### src/rtl/glb_strm_traffic_engine_pkg.sv
// Shared types and helpers for the GLB stream traffic engine.
package glb_tb_pkg;

  typedef enum logic [1:0] {
    ST_IDLE     = 2'd0,
    ST_RUN      = 2'd1,
    ST_WAIT_IRQ = 2'd2,
    ST_DONE     = 2'd3
  } state_e;

  typedef enum logic {
    MODE_INCR = 1'b0,
    MODE_LFSR = 1'b1
  } mode_e;

  localparam logic [15:0] DEFAULT_LFSR_POLY = 16'hB400;

  // Widest pattern word supported by the helper below.
  localparam int unsigned PAT_MAX_W = 64;

  // Per-channel word: pattern value XOR the zero-extended channel index.
  function automatic logic [PAT_MAX_W-1:0] pattern_xor_ch(input logic [PAT_MAX_W-1:0] pat,
                                                          input int unsigned ch);
    return pat ^ PAT_MAX_W'(ch);
  endfunction

endpackage

### src/rtl/glb_strm_traffic_engine_pattern_gen.sv
// Single-channel pattern generator: incrementing or Galois LFSR sequence.
module glb_pattern_gen
  import glb_tb_pkg::*;
#(
  parameter int unsigned           WIDTH = 16,
  parameter logic [WIDTH-1:0]      POLY  = WIDTH'(DEFAULT_LFSR_POLY)
) (
  input  logic             clk,
  input  logic             reset,
  input  logic             i_load,
  input  mode_e            i_mode,
  input  logic [WIDTH-1:0] i_seed,
  input  logic             i_advance,
  output logic [WIDTH-1:0] o_value
);

  mode_e            r_mode;
  logic [WIDTH-1:0] r_value;
  logic [WIDTH-1:0] w_step;

  // Next sequence value from the current one.
  always_comb begin
    if (r_mode == MODE_LFSR) begin
      w_step = (r_value >> 1) ^ (r_value[0] ? POLY : '0);
    end else begin
      w_step = r_value + WIDTH'(1);
    end
  end

  // Load seed (zero seed is illegal for the LFSR, so it becomes 1), else step on advance.
  always_ff @(posedge clk) begin
    if (reset) begin
      r_mode  <= MODE_INCR;
      r_value <= '0;
    end else if (i_load) begin
      r_mode  <= i_mode;
      r_value <= (i_mode == MODE_LFSR && i_seed == '0) ? WIDTH'(1) : i_seed;
    end else if (i_advance) begin
      r_value <= w_step;
    end
  end

  assign o_value = r_value;

endmodule

### src/rtl/glb_strm_traffic_engine.sv
// Per-tile f2g stream generator and g2f checker with irq tracking and watchdog.
module glb_strm_traffic_engine
  import glb_tb_pkg::*;
#(
  parameter int unsigned              NUM_CH         = 4,
  parameter int unsigned              DATA_WIDTH     = 16,
  parameter int unsigned              LEN_WIDTH      = 16,
  parameter int unsigned              ERR_WIDTH      = 16,
  parameter int unsigned              TIMEOUT_CYCLES = 1000000,
  parameter logic [DATA_WIDTH-1:0]    LFSR_POLY      = DATA_WIDTH'(DEFAULT_LFSR_POLY)
) (
  input  logic                           clk,
  input  logic                           reset,
  input  logic                           start,
  input  logic                           mode,
  input  logic [DATA_WIDTH-1:0]          seed,
  input  logic [LEN_WIDTH-1:0]           length,
  input  logic [NUM_CH-1:0]              ch_en,
  input  logic                           stall,
  output logic [NUM_CH*DATA_WIDTH-1:0]   data_f2g,
  output logic [NUM_CH-1:0]              data_valid_f2g,
  input  logic [NUM_CH*DATA_WIDTH-1:0]   data_g2f,
  input  logic [NUM_CH-1:0]              data_valid_g2f,
  input  logic                           strm_f2g_interrupt,
  input  logic                           strm_g2f_interrupt,
  output logic                           busy,
  output logic                           done,
  output logic                           pass,
  output logic                           timeout,
  output logic [ERR_WIDTH-1:0]           err_count,
  output logic [$clog2(NUM_CH)-1:0]      first_err_ch
);

  localparam int unsigned CH_W      = $clog2(NUM_CH);
  localparam int unsigned POP_W     = $clog2(NUM_CH + 1);
  localparam int unsigned SUM_W     = ERR_WIDTH + POP_W;
  localparam logic [31:0] WDOG_LAST = 32'(TIMEOUT_CYCLES - 1);

  state_e                         r_state, w_state_next;
  logic [LEN_WIDTH-1:0]           r_len, r_sent;
  logic [LEN_WIDTH-1:0]           r_rcv [NUM_CH];
  logic [NUM_CH-1:0]              r_ch_en;
  logic [31:0]                    r_wdog;
  logic                           r_irq_f2g, r_irq_g2f;
  logic [ERR_WIDTH-1:0]           r_err_count;
  logic [CH_W-1:0]                r_first_err_ch;
  logic                           r_pass, r_timeout;
  logic [NUM_CH-1:0]              r_valid_f2g;
  logic [NUM_CH*DATA_WIDTH-1:0]   r_data_f2g;

  logic                           w_accept, w_active, w_issue, w_rx_done, w_wdog_hit, w_to_done;
  logic [DATA_WIDTH-1:0]          w_f2g_pat;
  logic [DATA_WIDTH-1:0]          w_exp_pat [NUM_CH];
  logic [NUM_CH-1:0]              w_rx_take, w_rx_err, w_f2g_valid;
  logic [NUM_CH*DATA_WIDTH-1:0]   w_f2g_data;
  logic [POP_W-1:0]               w_err_pop;
  logic [CH_W-1:0]                w_err_lowest;
  logic                           w_err_found;
  logic [SUM_W-1:0]               w_err_sum;
  logic [ERR_WIDTH-1:0]           w_err_next;

  assign w_accept   = start && (r_state == ST_IDLE);
  assign w_active   = (r_state == ST_RUN) || (r_state == ST_WAIT_IRQ);
  assign w_issue    = (r_state == ST_RUN) && (r_sent < r_len) && !stall;
  assign w_wdog_hit = w_active && (r_wdog >= WDOG_LAST);
  assign w_to_done  = w_active && (w_state_next == ST_DONE);

  glb_pattern_gen #(.WIDTH(DATA_WIDTH), .POLY(LFSR_POLY)) u_f2g_gen (
    .clk(clk), .reset(reset), .i_load(w_accept), .i_mode(mode_e'(mode)),
    .i_seed(seed), .i_advance(w_issue), .o_value(w_f2g_pat)
  );

  for (genvar g = 0; g < NUM_CH; g++) begin : g_exp
    glb_pattern_gen #(.WIDTH(DATA_WIDTH), .POLY(LFSR_POLY)) u_exp_gen (
      .clk(clk), .reset(reset), .i_load(w_accept), .i_mode(mode_e'(mode)),
      .i_seed(seed), .i_advance(w_rx_take[g]), .o_value(w_exp_pat[g])
    );
  end

  // Next f2g beat: enabled channels carry pattern XOR channel, others stay zero.
  always_comb begin
    w_f2g_valid = '0;
    w_f2g_data  = '0;
    for (int unsigned c = 0; c < NUM_CH; c++) begin
      if (w_issue && r_ch_en[c]) begin
        w_f2g_valid[c] = 1'b1;
        w_f2g_data[c*DATA_WIDTH +: DATA_WIDTH] =
          DATA_WIDTH'(pattern_xor_ch(PAT_MAX_W'(w_f2g_pat), c));
      end
    end
  end

  // Classify returning words: in-window words advance the expectation, excess or wrong words are errors.
  always_comb begin
    w_rx_take = '0;
    w_rx_err  = '0;
    w_rx_done = 1'b1;
    for (int unsigned c = 0; c < NUM_CH; c++) begin
      if (r_ch_en[c] && r_rcv[c] != r_len) w_rx_done = 1'b0;
      if (w_active && data_valid_g2f[c]) begin
        if (!r_ch_en[c] || r_rcv[c] == r_len) begin
          w_rx_err[c] = 1'b1;
        end else begin
          w_rx_take[c] = 1'b1;
          if (data_g2f[c*DATA_WIDTH +: DATA_WIDTH] !=
              DATA_WIDTH'(pattern_xor_ch(PAT_MAX_W'(w_exp_pat[c]), c)))
            w_rx_err[c] = 1'b1;
        end
      end
    end
  end

  // Per-cycle error popcount, lowest erroring channel and saturating total.
  always_comb begin
    w_err_pop    = '0;
    w_err_lowest = '0;
    w_err_found  = 1'b0;
    for (int unsigned c = 0; c < NUM_CH; c++) begin
      if (w_rx_err[c]) begin
        w_err_pop = w_err_pop + POP_W'(1);
        if (!w_err_found) begin
          w_err_lowest = CH_W'(c);
          w_err_found  = 1'b1;
        end
      end
    end
    w_err_sum  = SUM_W'(r_err_count) + SUM_W'(w_err_pop);
    w_err_next = (w_err_sum[SUM_W-1:ERR_WIDTH] != '0) ? '1 : w_err_sum[ERR_WIDTH-1:0];
  end

  // Run sequencing; the watchdog overrides normal completion.
  always_comb begin
    w_state_next = r_state;
    case (r_state)
      ST_IDLE:     if (start) w_state_next = ST_RUN;
      ST_RUN:      if (w_wdog_hit) w_state_next = ST_DONE;
                   else if (r_sent == r_len && w_rx_done) w_state_next = ST_WAIT_IRQ;
      ST_WAIT_IRQ: if (w_wdog_hit || (r_irq_f2g && r_irq_g2f)) w_state_next = ST_DONE;
      ST_DONE:     w_state_next = ST_IDLE;
      default:     w_state_next = ST_IDLE;
    endcase
  end

  // State register.
  always_ff @(posedge clk) begin
    if (reset) r_state <= ST_IDLE;
    else       r_state <= w_state_next;
  end

  // Run bookkeeping: config capture, counters, irq flags, error tracking and result.
  always_ff @(posedge clk) begin
    if (reset) begin
      r_len <= '0; r_sent <= '0; r_ch_en <= '0; r_wdog <= '0;
      r_irq_f2g <= 1'b0; r_irq_g2f <= 1'b0;
      r_err_count <= '0; r_first_err_ch <= '0; r_pass <= 1'b0; r_timeout <= 1'b0;
      for (int unsigned c = 0; c < NUM_CH; c++) r_rcv[c] <= '0;
    end else if (w_accept) begin
      r_len <= length; r_sent <= '0; r_ch_en <= ch_en; r_wdog <= '0;
      r_irq_f2g <= 1'b0; r_irq_g2f <= 1'b0;
      r_err_count <= '0; r_first_err_ch <= '0; r_pass <= 1'b0; r_timeout <= 1'b0;
      for (int unsigned c = 0; c < NUM_CH; c++) r_rcv[c] <= '0;
    end else if (w_active) begin
      r_wdog <= r_wdog + 32'd1;
      if (strm_f2g_interrupt) r_irq_f2g <= 1'b1;
      if (strm_g2f_interrupt) r_irq_g2f <= 1'b1;
      if (w_issue) r_sent <= r_sent + LEN_WIDTH'(1);
      for (int unsigned c = 0; c < NUM_CH; c++)
        if (w_rx_take[c]) r_rcv[c] <= r_rcv[c] + LEN_WIDTH'(1);
      r_err_count <= w_err_next;
      if (r_err_count == '0 && w_rx_err != '0) r_first_err_ch <= w_err_lowest;
      // Result is captured on the DONE entry edge so pass is valid alongside done.
      if (w_to_done) begin
        r_timeout <= w_wdog_hit;
        r_pass    <= (w_err_next == '0) && !w_wdog_hit;
      end
    end
  end

  // Registered f2g output stage.
  always_ff @(posedge clk) begin
    if (reset) begin
      r_valid_f2g <= '0;
      r_data_f2g  <= '0;
    end else begin
      r_valid_f2g <= w_f2g_valid;
      r_data_f2g  <= w_f2g_data;
    end
  end

  assign data_f2g       = r_data_f2g;
  assign data_valid_f2g = r_valid_f2g;
  assign busy           = w_active;
  assign done           = (r_state == ST_DONE);
  assign pass           = r_pass;
  assign timeout        = r_timeout;
  assign err_count      = r_err_count;
  assign first_err_ch   = r_first_err_ch;

endmodule

### config.mk
export PLATFORM = sky130hd
export DESIGN_NAME = glb_strm_traffic_engine
export DESIGN_NICKNAME = d
export VERILOG_FILES = /design/src/rtl/glb_strm_traffic_engine_pkg.sv /design/src/rtl/glb_strm_traffic_engine_pattern_gen.sv /design/src/rtl/glb_strm_traffic_engine.sv
export SDC_FILE = /design/constraint.sdc
export NUM_CORES = 1
export LEC_CHECK = 0
export CORE_MARGIN = 5
export CORE_UTILIZATION = 43
export CTS_CLUSTER_DIAMETER = 80
export DETAILED_ROUTE_END_ITERATION = 12
export PLACE_DENSITY = 0.59
export SLEW_MARGIN = 40
export SYNTH_ARGS = -nofsm -noshare
export SYNTH_HDL_FRONTEND = slang
export SYNTH_HIERARCHICAL = 1
export SYNTH_SLANG_ARGS = --single-unit
export TNS_END_PERCENT = 100
### constraint.sdc
create_clock -name clk -period 6.35 [get_ports clk]
set_input_delay 1.27 -clock clk [delete_from_list [all_inputs] [get_ports clk]]
set_output_delay 1.27 -clock clk [all_outputs]
set_load 0.05 [all_outputs]
# --- Word level (Yosys, flattened, before mapping) ---
# Memories as Yosys holds them, arrays and structs flattened.
# Index checks and enable logic that the tools add are counted.
op_classes:
  n_reduce_logical: 55
  eq_ne: 17
  add_sub_neg: 15
  bitwise_logic: 23
  mux: 101
  order_cmp: 2
op_table:
  columns: ["op", "count"]
  rows:
  - ["two-way mux 16 bit", 30]
  - ["adder 16 x 1 -> 16 bit (second input constant)", 10]
  - ["!= test 16 bit", 8]
  - ["equality test 16 bit", 5]
  - ["bitwise XOR 15 x 16 -> 16 bit", 5]
  - ["two-way mux 1 bit", 59]
  - ["logical NOT 16 bit", 3]
  - ["adder 32 x 1 -> 32 bit (second input constant)", 1]
  - [">= comparator 32 x 20 -> 1 bit (second input constant)", 1]
  - ["logical AND 1 bit", 22]
  - ["adder 16 x 3 -> 17 bit", 1]
  - ["less-than comparator 16 bit", 1]
  - ["two-way mux 2 bit", 8]
  - ["AND reduction 2 bit", 5]
  - ["nonzero test 2 bit", 5]
  - ["OR reduction 2 bit", 5]
  - ["adder 3 x 1 -> 3 bit (second input constant)", 3]
  - ["two-way mux 3 bit", 3]
  - ["inverter 1 bit", 8]
  - ["bitwise OR 1 bit", 8]
  - ["one-hot mux 2 bit (4 select lines)", 1]
  - ["equality test 2 bit (second input constant)", 3]
  - ["logical NOT 1 bit", 6]
  - ["logical OR 1 bit", 6]
  - ["other kinds (5)", 6]
totals:
  mem_count: 1
  wordCells: 236
  output_inout_bits: 90
  ramBits: 64
  input_bits: 111
  reg_bits: 241
mem_list:
  columns: ["name", "words", "word_bits", "rd", "rd_ports_with_merged_regs", "write_ports", "line_no", "rtl"]
  rows:
  - ["r_rcv", 4, 16, 4, 0, 4, "glb_strm_traffic_engine.sv:41", "logic [LEN_WIDTH-1:0] r_rcv [NUM_CH];"]

# --- Depth between registers and ports, before layout ---
# An unclocked memory read counts as a cell.
depth:
  depth_word: 17
  ltp_mapped: 20

# --- Hierarchy ---
# The synthesis kept the hierarchy.
modules_own_cells:
  columns: ["module", "area_each_um2", "cells_per_inst", "seq_area_each_um2", "instances"]
  rows:
  - ["glb_strm_traffic_engine", 11488.5, 1268, 4964.8, 1]
  - ["glb_pattern_gen", 1432.6, 195, 340.3, 5]

# --- Worst setup path after synthesis ---
# Ideal clock, no wire load.
synth_timing:
  path_kind: "in2reg"
  from: "input port data_g2f[3]"
  to: "register r_err_count[7], in the netlist err_count[7]"
  setup_slack_ns: 1.433
  path_stages: 19
  arrival_ns: 4.826
  n_path_buf: 1
  cell_sequence: "xor2_1 > nor4_1 > nand4_1 > o21bai_1 > ha_1 > xnor2_1 > ha_1 > mux2_2 > inv_1 > fa_1 > nor2b_1 > o21ai_1 > nor2_1 > nand3_1 > or2_1 > buf_2 > a21oi_1 > nor2_1 > a311oi_1"
synth_via:
  elab_chain_len: 14
synth_lines:
  columns: ["element", "line_no", "rtl"]
  rows:
  - ["start: declaration", "glb_strm_traffic_engine.sv:22", "input logic [NUM_CH*DATA_WIDTH-1:0] data_g2f,"]
  - ["!= test 16 bit (*)", "glb_strm_traffic_engine.sv:105", "if (data_g2f[c*DATA_WIDTH +: DATA_WIDTH] !="]
  - ["two-way mux 1 bit (*)", "glb_strm_traffic_engine.sv:105", null]
  - ["two-way mux 1 bit (*)", "glb_strm_traffic_engine.sv:101", "if (!r_ch_en[c] || r_rcv[c] == r_len) begin"]
  - ["two-way mux 1 bit (*)", "glb_strm_traffic_engine.sv:100", "if (w_active && data_valid_g2f[c]) begin"]
  - ["two-way mux 1 bit (*)", "glb_strm_traffic_engine.sv:119", "if (w_rx_err[c]) begin"]
  - ["adder 3 x 1 -> 3 bit", "glb_strm_traffic_engine.sv:120", "w_err_pop = w_err_pop + POP_W'(1);"]
  - ["two-way mux 3 bit (*)", "glb_strm_traffic_engine.sv:119", null]
  - ["adder 3 x 1 -> 3 bit", "glb_strm_traffic_engine.sv:120", null]
  - ["two-way mux 3 bit (*)", "glb_strm_traffic_engine.sv:119", null]
  - ["adder 3 x 1 -> 3 bit", "glb_strm_traffic_engine.sv:120", null]
  - ["two-way mux 3 bit (*)", "glb_strm_traffic_engine.sv:119", null]
  - ["adder 16 x 3 -> 17 bit (*)", "glb_strm_traffic_engine.sv:127", "w_err_sum = SUM_W'(r_err_count) + SUM_W'(w_err_pop);"]
  - ["nonzero test 3 bit", "glb_strm_traffic_engine.sv:128", "w_err_next = (w_err_sum[SUM_W-1:ERR_WIDTH] != '0) ? '1 : w_err_sum[ERR_WIDTH-1:0];"]
  - ["two-way mux 16 bit (*)", "glb_strm_traffic_engine.sv:128", null]
  - ["end signal: assignment", "glb_strm_traffic_engine.sv:169", "r_err_count <= w_err_next;"]
  - ["end: declaration", "glb_strm_traffic_engine.sv:45", "logic [ERR_WIDTH-1:0] r_err_count;"]
# Every way passes the cells marked *; elsewhere a longest branch is shown, timed or not.
# A chain may end at the register's enable or synchronous reset.

# --- Final worst setup path ---
layout_timing:
  from: "input port data_g2f[19]"
  to: "register r_err_count[11], in the netlist err_count[11]"
layout_via:
  elab_chain_len: 12
layout_lines:
  columns: ["element", "line_no"]
  rows:
  - ["!= test 16 bit (*)", "glb_strm_traffic_engine.sv:105"]
  - ["two-way mux 1 bit (*)", "glb_strm_traffic_engine.sv:105"]
  - ["two-way mux 1 bit (*)", "glb_strm_traffic_engine.sv:101"]
  - ["two-way mux 1 bit (*)", "glb_strm_traffic_engine.sv:100"]
  - ["two-way mux 3 bit (*)", "glb_strm_traffic_engine.sv:119"]
  - ["adder 3 x 1 -> 3 bit", "glb_strm_traffic_engine.sv:120"]
  - ["two-way mux 3 bit (*)", "glb_strm_traffic_engine.sv:119"]
  - ["adder 3 x 1 -> 3 bit", "glb_strm_traffic_engine.sv:120"]
  - ["two-way mux 3 bit (*)", "glb_strm_traffic_engine.sv:119"]
  - ["adder 16 x 3 -> 17 bit (*)", "glb_strm_traffic_engine.sv:127"]
  - ["nonzero test 3 bit", "glb_strm_traffic_engine.sv:128"]
  - ["two-way mux 16 bit (*)", "glb_strm_traffic_engine.sv:128"]
# Marks and branches as above.

==> out/results.ini <==
[outcome]
status=completed

[power_and_ir_drop]
ir_drop_v=0.000174
power_leakage_nw=7.65
powerDensity_nw_per_um2=247
power_mw=5.47

[timing]
finalHoldViolCount=0
rsz0062_at_grt=no
fin_tns_setup_ps=0
setup_viol=0
maxSlewHeadroom_pct=38.6
drv_slew=0
fmax_ghz=0.172
min_period_ps=5800
min_period_over_period_pct=91.4
fin_skew_ps=21.5
worstMarginPinSlew_ps=919

[worst_setup_path]
worstSetupEndpoint=err_count[11]$_SDFFE_PP0N_
reg2reg_to=err_count[11]$_SDFFE_PP0N_
path_max_fanout=14
r2r.worst_path.cells=17
path_class=primary input to flop
crit_arrival_ps=6250
critPathTopFamily=simple AND/OR/NAND/NOR gates
crit_top_cell=ha_1
start_kind=primary input
cp.required_ps=6790
end_kind=flop
r2r_slack_ps=980
cp_num_buf_inv=2
path_depth=18
r2r-start=r_len[12]$_SDFFE_PP0P_
cp-startpoint=data_g2f[19]
slowest_delay_ps=450
worstPathCellList=clkdlybuf4s50_1 -> xor2_1 -> nor4_1 -> nand4_1 -> o21bai_1 -> ha_1 -> xnor2_1 -> ha_1 -> mux2_2 -> inv_1 -> fa_1 -> nor2b_1 -> o21ai_1 -> nor2_1 -> nand3_1 -> or2_1 -> and2_1 -> a311oi_1
slowest_stage=or2_1

[route]
dr.pass1.iters=7
num_vias=17200
drt_iter0_drc=1454
remaining_drc_errors=0
routed_wl_um=57500
routed_via_density=5.78
final_antenna_net_count=0
wl_per_cell_um=19.4

[final_layout]
multi_input_area_um2=10900
nets=2505
drive_gt1_share_pct=7.01
area_delta_synth_final_pct=18.7
fillers=4025
final-seq-area_um2=6670
n_antenna_cell=0

[synth]
synth.distinct_cells=74
ys_seq_area_share_pct=35.7
dominantRegCellSynth=dfxtp_1
synth-seq-cells=309
synth_cells=2243
yosysWarnings=6
syn_area_per_cell_um2=8.32
synth_edf_count=48
synth_nets=2392
ys_async_sr_fraction_pct=0
synth_area_um2=18700

[clock_tree]
cts.sinks=309
cts_resized=0
cts-buffers-inserted=37
clk_pin_slew_ps=60
post_cts_buffers=0
insertion_delay_ps=550
cts_buffer_depth=3
htree_levels=2
cts_tree=yes
cts_root_buffer=clkbuf_16
hold_buffers=0

[global_routing]
grt_max_degree=81
grt-ovfl-total=0
grt_pass1_vias=16300
antenna_found_initial=2
grt_pass1_wl_um=90300
grtUsageTotal_pct=23.2

[die]
rows=76
dieArea_um2=47600
io_pins=201
die_h_um=218
die_w_um=218
coreArea_um2=43000
initial_core_util_pct=43.4

[run]
cap_violations=0

[placed_design]
hpwl_um=40200
io_buffers=200
gp_congestion=0.884

[worst_hold_path]
hold_class=flop to flop

## synth_stat cells (all sizes together), types with 9 or more instances
library cell  number  area share (%)
a32o              10            0.54
a221oi            27             1.3
and2              63             2.1
nand4b            11            0.52
edfxtp            48             7.7
xor2             127             6.0
inv              104             2.1
and4              11            0.52
nand4             73             2.9
o31ai             21            0.92
o211ai            31             1.2
nor4              47             1.6
a21o               9            0.36
and3              48             1.7
nor2             250             5.0
nor3              57             1.5
ha                37             2.5
or3               31             1.0
o41ai             14            0.88
nand3             77             2.4
clkbuf            85             1.8
o311ai            16            0.79
o21a              14            0.56
buf               68             1.9
dfxtp            261              28
or2                9            0.30
mux2              11            0.66
a31oi             17            0.57
nor2b             36             1.2
or4               26             1.2
nand2            180             3.6
a21oi             94             2.5
o21bai             9            0.36
a211oi            32             1.3
mux2i             17            0.91
o21ai             69             1.9
xnor2            114             5.4
a311oi            36             1.7
## layout by cell type, fill, tap and decap left out, drive strengths merged, types with 14 or more instances in the layout
cell type | Yosys | layout
a31oi | 17 | 17
o211ai | 31 | 31
or3 | 31 | 31
o311ai | 16 | 16
buf | 68 | 28
ha | 37 | 37
nor2 | 250 | 250
o21ai | 69 | 69
o21a | 14 | 14
and2 | 63 | 63
a21oi | 94 | 94
edfxtp | 48 | 48
dfxtp | 261 | 261
clkbuf | 85 | 50
xnor2 | 114 | 114
nor4 | 47 | 47
clkdlybuf4s50 | 0 | 199
o31ai | 21 | 21
or4 | 26 | 26
nor3 | 57 | 57
mux2i | 17 | 17
a211oi | 32 | 32
a221oi | 27 | 27
a311oi | 36 | 36
xor2 | 127 | 127
and3 | 48 | 48
nand3 | 77 | 77
nor2b | 36 | 36
nand2 | 180 | 180
inv | 104 | 105
nand4 | 73 | 73
o41ai | 14 | 14
## logic make-up (layout without fill, tap and decap cells)
family,count (synthesis),after routing,share of synthesized area [%]
buffers and inverters,257,397,5.78
muxes,28,28,1.58
adders and majority gates,38,38,2.59
xor gates and xnor gates,241,241,11.3
AOI/OAI and AO/OA,437,437,16.8
and+or+nand+nor,933,933,26.2
DFF,309,309,35.7
## state kept, by name, summed over array words and instances, names as in the netlist
| signal | flops |
|---|---|
| err_count | 16 |
| data_f2g | 64 |
| r_ch_en | 4 |
| u_f2g_gen/o_value | 16 |
| r_irq_f2g | 1 |
| r_rcv | 64 |
| r_sent | 16 |
| r_state | 2 |
| r_irq_g2f | 1 |
| first_err_ch | 2 |
| u_f2g_gen/r_mode | 1 |
| r_wdog | 32 |
| g_exp.u_exp_gen/r_mode | 4 |
| g_exp.u_exp_gen/o_value | 64 |
| r_len | 16 |
| pass | 1 |
| timeout | 1 |
| data_valid_f2g | 4 |
## per-stage QoR
stage / utilization (%) / instances / worst slack (ps) / hold WS [ps] / instance area, um2
after CTS: 51.5 / 2968 / 594 / 494 / 22100
final: 51.5 / 2968 / 547 / 484 / 22100
after floorplan: - / 2243 / 1430 / 451 / 18700
after detailed placement: 48.7 / 2902 / 34.9 / 486 / 20900
after global placement: 48.6 / 2902 / 244 / 478 / 20900
after global routing: 51.5 / 2968 / 201 / 521 / 22100
## how the worst min path moves through the flow
stage	cells past startpoint	start	slack (ps)	end
3_5_place_dp	2	r_sent[12]$_SDFFE_PP0P_	490	r_sent[12]$_SDFFE_PP0P_
6_report	2	pass$_SDFFE_PP0P_	480	pass$_SDFFE_PP0P_
5_1_grt	2	timeout$_SDFFE_PP0P_	520	timeout$_SDFFE_PP0P_
2_1_floorplan	1	u_f2g_gen/o_value[0]$_SDFFE_PP0P_	450	data_f2g[16]$_SDFF_PP0_
3_3_place_gp	2	pass$_SDFFE_PP0P_	480	pass$_SDFFE_PP0P_
4_1_cts	2	r_sent[12]$_SDFFE_PP0P_	490	r_sent[12]$_SDFFE_PP0P_
## power by group
group | internal, mW | total [mW] | switching, mW
combinational | 0.412 | 0.927 | 0.515
sequential | 2.10 | 2.38 | 0.282
clock | 1.29 | 2.16 | 0.866
## layer usage
metal,track usage (%),vias to the layer above,wire length [um]
met3,3.48,104,3410
met4,7.77,4,1740
met2,38.6,537,27300
met1,31.2,8222,25000
met5,0,-,24
li1,-,8293,-
## worst register-to-register path: cells and delay by family, from the launching register on
kind | cells | cell delay [ps]
buffers and inverters | 1 | 60
AO/OA/AOI/OAI | 4 | 1360
XOR/XNOR | 2 | 360
AND/OR/NAND/NOR | 6 | 1560
multiplexers | 1 | 170
adder cells (fa/ha/maj) | 3 | 1110
flip-flops | 1 | 660
## layout make-up
| type | instances | area share [%] |
|---|---|---|
| Clock buffer | 50 | 4.77 |
| Clock inverter | 16 | 0.751 |
| Inverter | 104 | 1.79 |
| Multi-Input combinational cell | 1677 | 49.3 |
| Sequential cell | 309 | 30.1 |
| Tap cell | 585 | 3.31 |
| Timing Repair Buffer | 227 | 9.94 |
Power figures use the tool's default switching activity.
